[src/rtl/tthbif_cfg_pkg.sv]
// rtl/tthbif_cfg_pkg.sv - shared types and constants for the tthbif configuration bridge
package tthbif_cfg_pkg;

    typedef enum logic [1:0] {
        ST_IDLE = 2'd0,
        ST_DATA = 2'd1,
        ST_RESP = 2'd2
    } state_t;

    typedef enum logic [1:0] {
        FLD_RX_COMB = 2'd0,
        FLD_RX_FLOP = 2'd1,
        FLD_TX_COMB = 2'd2,
        FLD_TX_FLOP = 2'd3
    } field_t;

    localparam logic [7:0] ACK        = 8'hA5;
    localparam logic [7:0] NAK        = 8'hEE;
    localparam logic [4:0] BCAST_LANE = 5'd31;

    localparam int HDR_WE_BIT   = 7;
    localparam int HDR_FIELD_HI = 6;
    localparam int HDR_FIELD_LO = 5;
    localparam int HDR_LANE_HI  = 4;
    localparam int HDR_LANE_LO  = 0;

endpackage

[src/rtl/tthbif_cfg_regs.sv]
// rtl/tthbif_cfg_regs.sv - per-lane tap-select register bank with read mux and change detect
module tthbif_cfg_regs
    import tthbif_cfg_pkg::*;
#(
    parameter int NUM_LANES     = 4,
    parameter int TAP_SEL_WIDTH = 2
) (
    input  logic                               clk_i,
    input  logic                               rst_ni,
    input  logic                               wr_en,
    input  logic [4:0]                         lane,
    input  logic                               bcast,
    input  field_t                             field,
    input  logic [TAP_SEL_WIDTH-1:0]           wr_data,
    output logic [TAP_SEL_WIDTH-1:0]           rd_data,
    output logic [NUM_LANES*TAP_SEL_WIDTH-1:0] rx_comb_tap_sel,
    output logic [NUM_LANES*TAP_SEL_WIDTH-1:0] rx_flop_tap_sel,
    output logic [NUM_LANES*TAP_SEL_WIDTH-1:0] tx_comb_tap_sel,
    output logic [NUM_LANES*TAP_SEL_WIDTH-1:0] tx_flop_tap_sel,
    output logic                               changed
);

    localparam int W = TAP_SEL_WIDTH;

    logic [NUM_LANES*W-1:0] bank_q [4];
    logic [NUM_LANES-1:0]   lane_hit;

    always_comb begin
        lane_hit = '0;
        for (int l = 0; l < NUM_LANES; l++) begin
            lane_hit[l] = bcast || (lane == 5'(l));
        end
    end

    always_ff @(posedge clk_i or negedge rst_ni) begin
        if (!rst_ni) begin
            for (int f = 0; f < 4; f++) begin
                bank_q[f] <= '0;
            end
        end else if (wr_en) begin
            for (int l = 0; l < NUM_LANES; l++) begin
                if (lane_hit[l]) begin
                    bank_q[field][l*W +: W] <= wr_data;
                end
            end
        end
    end

    // Change detect looks at the pre-write contents of every targeted lane
    always_comb begin
        changed = 1'b0;
        rd_data = '0;
        for (int l = 0; l < NUM_LANES; l++) begin
            if (lane_hit[l] && (bank_q[field][l*W +: W] != wr_data)) begin
                changed = 1'b1;
            end
            if (lane == 5'(l)) begin
                rd_data = bank_q[field][l*W +: W];
            end
        end
    end

    assign rx_comb_tap_sel = bank_q[FLD_RX_COMB];
    assign rx_flop_tap_sel = bank_q[FLD_RX_FLOP];
    assign tx_comb_tap_sel = bank_q[FLD_TX_COMB];
    assign tx_flop_tap_sel = bank_q[FLD_TX_FLOP];

endmodule

[src/rtl/tthbif_cfg_bridge.sv]
// rtl/tthbif_cfg_bridge.sv - UART command decoder driving per-lane tap selects; optional TTHBIF_CFG_TIMEOUT_EN
module tthbif_cfg_bridge
    import tthbif_cfg_pkg::*;
#(
    parameter int NUM_LANES      = 4,
    parameter int TAP_SEL_WIDTH  = 2,
    parameter int TIMEOUT_CYCLES = 65535
) (
    input  logic                               clk_i,
    input  logic                               rst_ni,
    input  logic                               en_i,
    input  logic                               rx_valid_i,
    input  logic [7:0]                         rx_data_i,
    input  logic                               tx_ready_i,
    output logic                               tx_valid_o,
    output logic [7:0]                         tx_data_o,
    output logic [NUM_LANES*TAP_SEL_WIDTH-1:0] rx_comb_tap_sel_o,
    output logic [NUM_LANES*TAP_SEL_WIDTH-1:0] rx_flop_tap_sel_o,
    output logic [NUM_LANES*TAP_SEL_WIDTH-1:0] tx_comb_tap_sel_o,
    output logic [NUM_LANES*TAP_SEL_WIDTH-1:0] tx_flop_tap_sel_o,
    output logic                               cfg_update_o
);

    state_t                   state_q, next_state;
    logic [6:0]               hdr_q;
    logic [4:0]               cur_lane;
    field_t                   cur_field;
    logic                     lane_valid, is_bcast, wr_ok;
    logic                     hdr_load, wr_en, resp_load, timeout_hit;
    logic [7:0]               resp_data;
    logic [TAP_SEL_WIDTH-1:0] rd_data;
    logic                     changed;

    // In IDLE the header is decoded straight off the rx byte so a read can answer next cycle
    assign cur_lane   = (state_q == ST_IDLE) ? rx_data_i[HDR_LANE_HI:HDR_LANE_LO]
                                             : hdr_q[HDR_LANE_HI:HDR_LANE_LO];
    assign cur_field  = field_t'((state_q == ST_IDLE) ? rx_data_i[HDR_FIELD_HI:HDR_FIELD_LO]
                                                      : hdr_q[HDR_FIELD_HI:HDR_FIELD_LO]);
    assign lane_valid = (32'(cur_lane) < 32'(NUM_LANES));
    assign is_bcast   = (cur_lane == BCAST_LANE);
    assign wr_ok      = lane_valid || is_bcast;

    always_comb begin
        next_state = state_q;
        hdr_load   = 1'b0;
        wr_en      = 1'b0;
        resp_load  = 1'b0;
        resp_data  = NAK;
        unique case (state_q)
            ST_IDLE: begin
                if (rx_valid_i && en_i) begin
                    hdr_load = 1'b1;
                    if (rx_data_i[HDR_WE_BIT]) begin
                        next_state = ST_DATA;
                    end else begin
                        next_state = ST_RESP;
                        resp_load  = 1'b1;
                        resp_data  = lane_valid ? 8'(rd_data) : NAK;
                    end
                end
            end
            ST_DATA: begin
                if (rx_valid_i) begin
                    wr_en      = wr_ok;
                    resp_load  = 1'b1;
                    resp_data  = wr_ok ? ACK : NAK;
                    next_state = ST_RESP;
                end else if (timeout_hit) begin
                    next_state = ST_IDLE;
                end
            end
            ST_RESP: begin
                if (tx_ready_i) begin
                    next_state = ST_IDLE;
                end
            end
            default: next_state = ST_IDLE;
        endcase
    end

    always_ff @(posedge clk_i or negedge rst_ni) begin
        if (!rst_ni) begin
            state_q      <= ST_IDLE;
            hdr_q        <= '0;
            tx_valid_o   <= 1'b0;
            tx_data_o    <= 8'h00;
            cfg_update_o <= 1'b0;
        end else begin
            state_q      <= next_state;
            tx_valid_o   <= (next_state == ST_RESP);
            cfg_update_o <= wr_en && changed;
            if (hdr_load) begin
                hdr_q <= rx_data_i[6:0];
            end
            if (resp_load) begin
                tx_data_o <= resp_data;
            end
        end
    end

`ifdef TTHBIF_CFG_TIMEOUT_EN
    localparam int CW = $clog2(TIMEOUT_CYCLES);

    logic [CW-1:0] cnt_q;

    // The last DATA cycle (count TIMEOUT_CYCLES-1) still accepts a data byte
    always_ff @(posedge clk_i or negedge rst_ni) begin
        if (!rst_ni) begin
            cnt_q <= '0;
        end else if (state_q != ST_DATA) begin
            cnt_q <= '0;
        end else begin
            cnt_q <= cnt_q + 1'b1;
        end
    end

    assign timeout_hit = (state_q == ST_DATA) && (cnt_q == CW'(TIMEOUT_CYCLES - 1));
`else
    logic unused_timeout;

    assign timeout_hit    = 1'b0;
    assign unused_timeout = (TIMEOUT_CYCLES != 0);
`endif

    tthbif_cfg_regs #(
        .NUM_LANES     (NUM_LANES),
        .TAP_SEL_WIDTH (TAP_SEL_WIDTH)
    ) u_regs (
        .clk_i           (clk_i),
        .rst_ni          (rst_ni),
        .wr_en           (wr_en),
        .lane            (cur_lane),
        .bcast           (is_bcast),
        .field           (cur_field),
        .wr_data         (rx_data_i[TAP_SEL_WIDTH-1:0]),
        .rd_data         (rd_data),
        .rx_comb_tap_sel (rx_comb_tap_sel_o),
        .rx_flop_tap_sel (rx_flop_tap_sel_o),
        .tx_comb_tap_sel (tx_comb_tap_sel_o),
        .tx_flop_tap_sel (tx_flop_tap_sel_o),
        .changed         (changed)
    );

endmodule
[config.mk]
export PLATFORM = sky130hd
export DESIGN_NAME = tthbif_cfg_bridge
export DESIGN_NICKNAME = d
export VERILOG_FILES = /design/src/rtl/tthbif_cfg_pkg.sv /design/src/rtl/tthbif_cfg_regs.sv /design/src/rtl/tthbif_cfg_bridge.sv
export SDC_FILE = /design/constraint.sdc
export NUM_CORES = 1
export LEC_CHECK = 0
export CORE_UTILIZATION = 38
export CTS_CLUSTER_SIZE = 30
export DETAILED_ROUTE_END_ITERATION = 16
export PLACE_DENSITY = 0.74
export SYNTH_ARGS = -nofsm -noshare
export SYNTH_HDL_FRONTEND = slang
export SYNTH_SLANG_ARGS = --single-unit
export TNS_END_PERCENT = 5
[constraint.sdc]
create_clock -name clk_i -period 1.9 [get_ports clk_i]
set_input_delay 0.285 -clock clk_i [delete_from_list [all_inputs] [get_ports clk_i]]
set_output_delay 0.285 -clock clk_i [all_outputs]
set_load 0.05 [all_outputs]
==> impl_metrics.env <==
export IMPL_final_util=0.598
export IMPL_fin_hold_ws_ns=0.473
export IMPL_io_buffers=53
export IMPL_totalWireLength_microns=7890
export IMPL_pre_cts_slack_ns=-0.564
export IMPL_setup_viol=35
export IMPL_ys_seq_area_frac=0.415
export IMPL_total_power_mw=3.59
export IMPL_fmax_mhz=464
export IMPL_p_clk_frac=0.217
export IMPL_wl_per_cell_microns=17.1
export IMPL_max_stage_delay_ns=0.46
export IMPL_dp_cells=438
export IMPL_met3_length_microns=255
export IMPL_worst_setup_path_end_kind="register"
export IMPL_min_path_type="in2async"
export IMPL_synth_top_area_cell="dfrtp_1"
export IMPL_gp_congestion=0.934
export IMPL_critPathTopFamily="compound AO/OA/AOI/OAI gates"
export IMPL_arrival_ns=2.36
export IMPL_syn_avg_cell_area_sq_um=11.1
export IMPL_synth_edff_count=0
export IMPL_p_switching_mw=1.38
export IMPL_clock_latency_ns=0.32
export IMPL_synth_top_area_share=0.415
export IMPL_clk_path_buf_depth=2
export IMPL_worstPathMaxFanout=6
export IMPL_power_frac_seq=0.341
export IMPL_firstDrtPassIters=4
export IMPL_pwr_density_cell_nw_per_um2=831
export IMPL_grt_pass1_vias=2528
export IMPL_antenna_found_initial=0
export IMPL_cap_violations=0
export IMPL_crit_cells=6
export IMPL_finalCritPeriodShare=1.14
export IMPL_dieWidth_microns=88.3
export IMPL_slowest_stage="dfrtp_2"
export IMPL_internal_power_mw=2.20
export IMPL_sw_frac_of_total=0.386
export IMPL_route_met2_wl_microns=4030
export IMPL_root_buffer="clkbuf_8"
export IMPL_worst_pin_slew_ns=0.528
export IMPL_grt_pass1_wl_microns=12200
export IMPL_crit_chain="or3b_4 -> a221oi_1 -> a32oi_2 -> a21oi_1 -> o21ai_0 -> a221o_1"
export IMPL_cts_sinks=47
export IMPL_crit_type="reg2reg"
export IMPL_multi_input_area_sq_um=1830
export IMPL_cts_max_level=2
export IMPL_path_buf_inv=0
export IMPL_drt_initial_drc_count=131
export IMPL_fin_nets=375
export IMPL_final_hold_violation_count=0
export IMPL_fin_tns_setup_ns=-4.62
export IMPL_seq_area_sq_um=1180
export IMPL_rsz0062_at_grt="true"
export IMPL_required_ns=2.10
export IMPL_max_slew_margin_rel=0.648
export IMPL_synth_common_cells="dfrtp_1, mux2_2, nand2_1, mux2i_1, a21oi_1"
export IMPL_chipHeight_microns=88.3
export IMPL_worst_slack_ns=-0.257
export IMPL_die_area_sq_um=7800
export IMPL_num_rows=31
export IMPL_vias_per_cell=5.35
export IMPL_slew_violations=0
export IMPL_ys_warn_count=0
export IMPL_synth_nets=267
export IMPL_synth_async_reset_ratio=1.00
export IMPL_start_util=0.392
export IMPL_dpl_hpwl_microns=5420
export IMPL_fill_cells=600
export IMPL_syn_area_sq_um=2830
export IMPL_path_clk_slew_ns=0.10
export IMPL_yosysMostFrequentCell="dfrtp_1"
export IMPL_grt_max_degree=29
export IMPL_outcome="finished, violations left"
export IMPL_area_growth_pct=52.5
export IMPL_combPwrFrac=0.442
export IMPL_rrSetupSlack_ns=-0.26
export IMPL_finalClockSkew_ns=0.00910
export IMPL_grt_total_usage=0.208
export IMPL_worstSetupStartpointType="register"
export IMPL_p_leak_nw=1.88
export IMPL_synth_cell_types=58
export IMPL_final_cells=462
export IMPL_worst_ir_drop_vdd_mv=0.289
export IMPL_overflow=0
export IMPL_numCtsBuffers=5
export IMPL_ioPinCount=55
export IMPL_ys_top_cells_by_area="dfrtp_1, mux2_2, mux2i_1, nor3_2, nand2_1"
export IMPL_netlist_instances=254
export IMPL_antenna_left=0
export IMPL_cts_tree="yes"
export IMPL_ys_flop_type="dfrtp_1"
export IMPL_n_antenna_cell=0
export IMPL_drt_met1_wl_microns=3440
export IMPL_place_area_sq_um=3760
export IMPL_drc_errors=0
export IMPL_vias=2472
export IMPL_top_layer="met4"
export IMPL_final_area_sq_um=4320
export IMPL_coreArea_sq_um=7210
export IMPL_violations="negative setup slack"
export IMPL_synth_seq_cells=47
export IMPL_reg2regPathDepth=6
export IMPL_drive_above_1_share=0.485
export IMPL_fin_crit_ns=2.16
placed cells by master (no fill, tap or decap), types with 6 or more instances in the layout:
| cell type | n |
|---|---|
| a21oi_1 | 11 |
| buf_4 | 54 |
| buf_6 | 6 |
| clkdlybuf4s50_1 | 50 |
| dfrtp_1 | 45 |
| mux2_2 | 36 |
| mux2i_1 | 11 |
| nand2_1 | 17 |
| nor2_1 | 9 |
| nor3_4 | 11 |
| o21ai_0 | 7 |
what timing repair did:
item                                   CTS  global route
gates cloned                             1             1
resized for setup                       45            27
hold buffers                             1             0
buffers inserted                         8             5
pin swaps                               15            11
setup endpoints to repair               35            37
endpoints found under the hold margin   19             0
power by group through the flow:
stage	Combinational [mW]	Sequential [mW]	Clock [mW]
detailed placement	1.30	1.23	0
floorplan	0.643	1.41	0
global route	1.67	1.23	0.829
finish	1.58	1.22	0.779
global placement	1.28	1.22	0
CTS	1.46	1.21	0.784
path summary, 6_finish.rpt:
check,startpoint,endpoint
worst max-delay path,state_q[0],tx_data_o[0]
worst min-delay path,rst_ni,tx_data_o[5]
worst max register to register,state_q[0],tx_data_o[0]
worst min register to register,u_regs.rx_comb_tap_sel[6],u_regs.rx_comb_tap_sel[6]
max in group asynchronous,rst_ni,tx_data_o[1]
min in group clk_i,tx_ready_i,state_q[1]
cell type report:
type | instances | area share
clock inverters | 3 | 0.0110
well taps | 99 | 0.0287
flip-flops and latches | 47 | 0.273
clock buffers | 5 | 0.0159
repair buffers | 117 | 0.248
multi-input cells | 191 | 0.424
metal layers:
metal / track usage / up-vias
li1: - / 1137
met5: 0 / -
met1: 0.261 / 1258
met2: 0.360 / 61
met3: 0.0364 / 16
met4: 0.0733 / 0
sequential cells by signal, summed over array words and instances (netlist names):
signal and flops:
cfg_update_o 1, state_q 2, u_regs.tx_flop_tap_sel 8, u_regs.rx_comb_tap_sel 8, tx_valid_o 1, u_regs.tx_comb_tap_sel 8
hdr_q 7, tx_data_o 4, u_regs.rx_flop_tap_sel 8
logic make-up after synthesis:
family	Yosys count	synth area share
compound gates	45	0.126
xor+xnor	6	0.0186
buf+inv	18	0.0429
flops	47	0.415
mux	55	0.212
other cells	1	0.00132
simple gates	82	0.184
No activity file was read; power rests on OpenSTA's default activity.
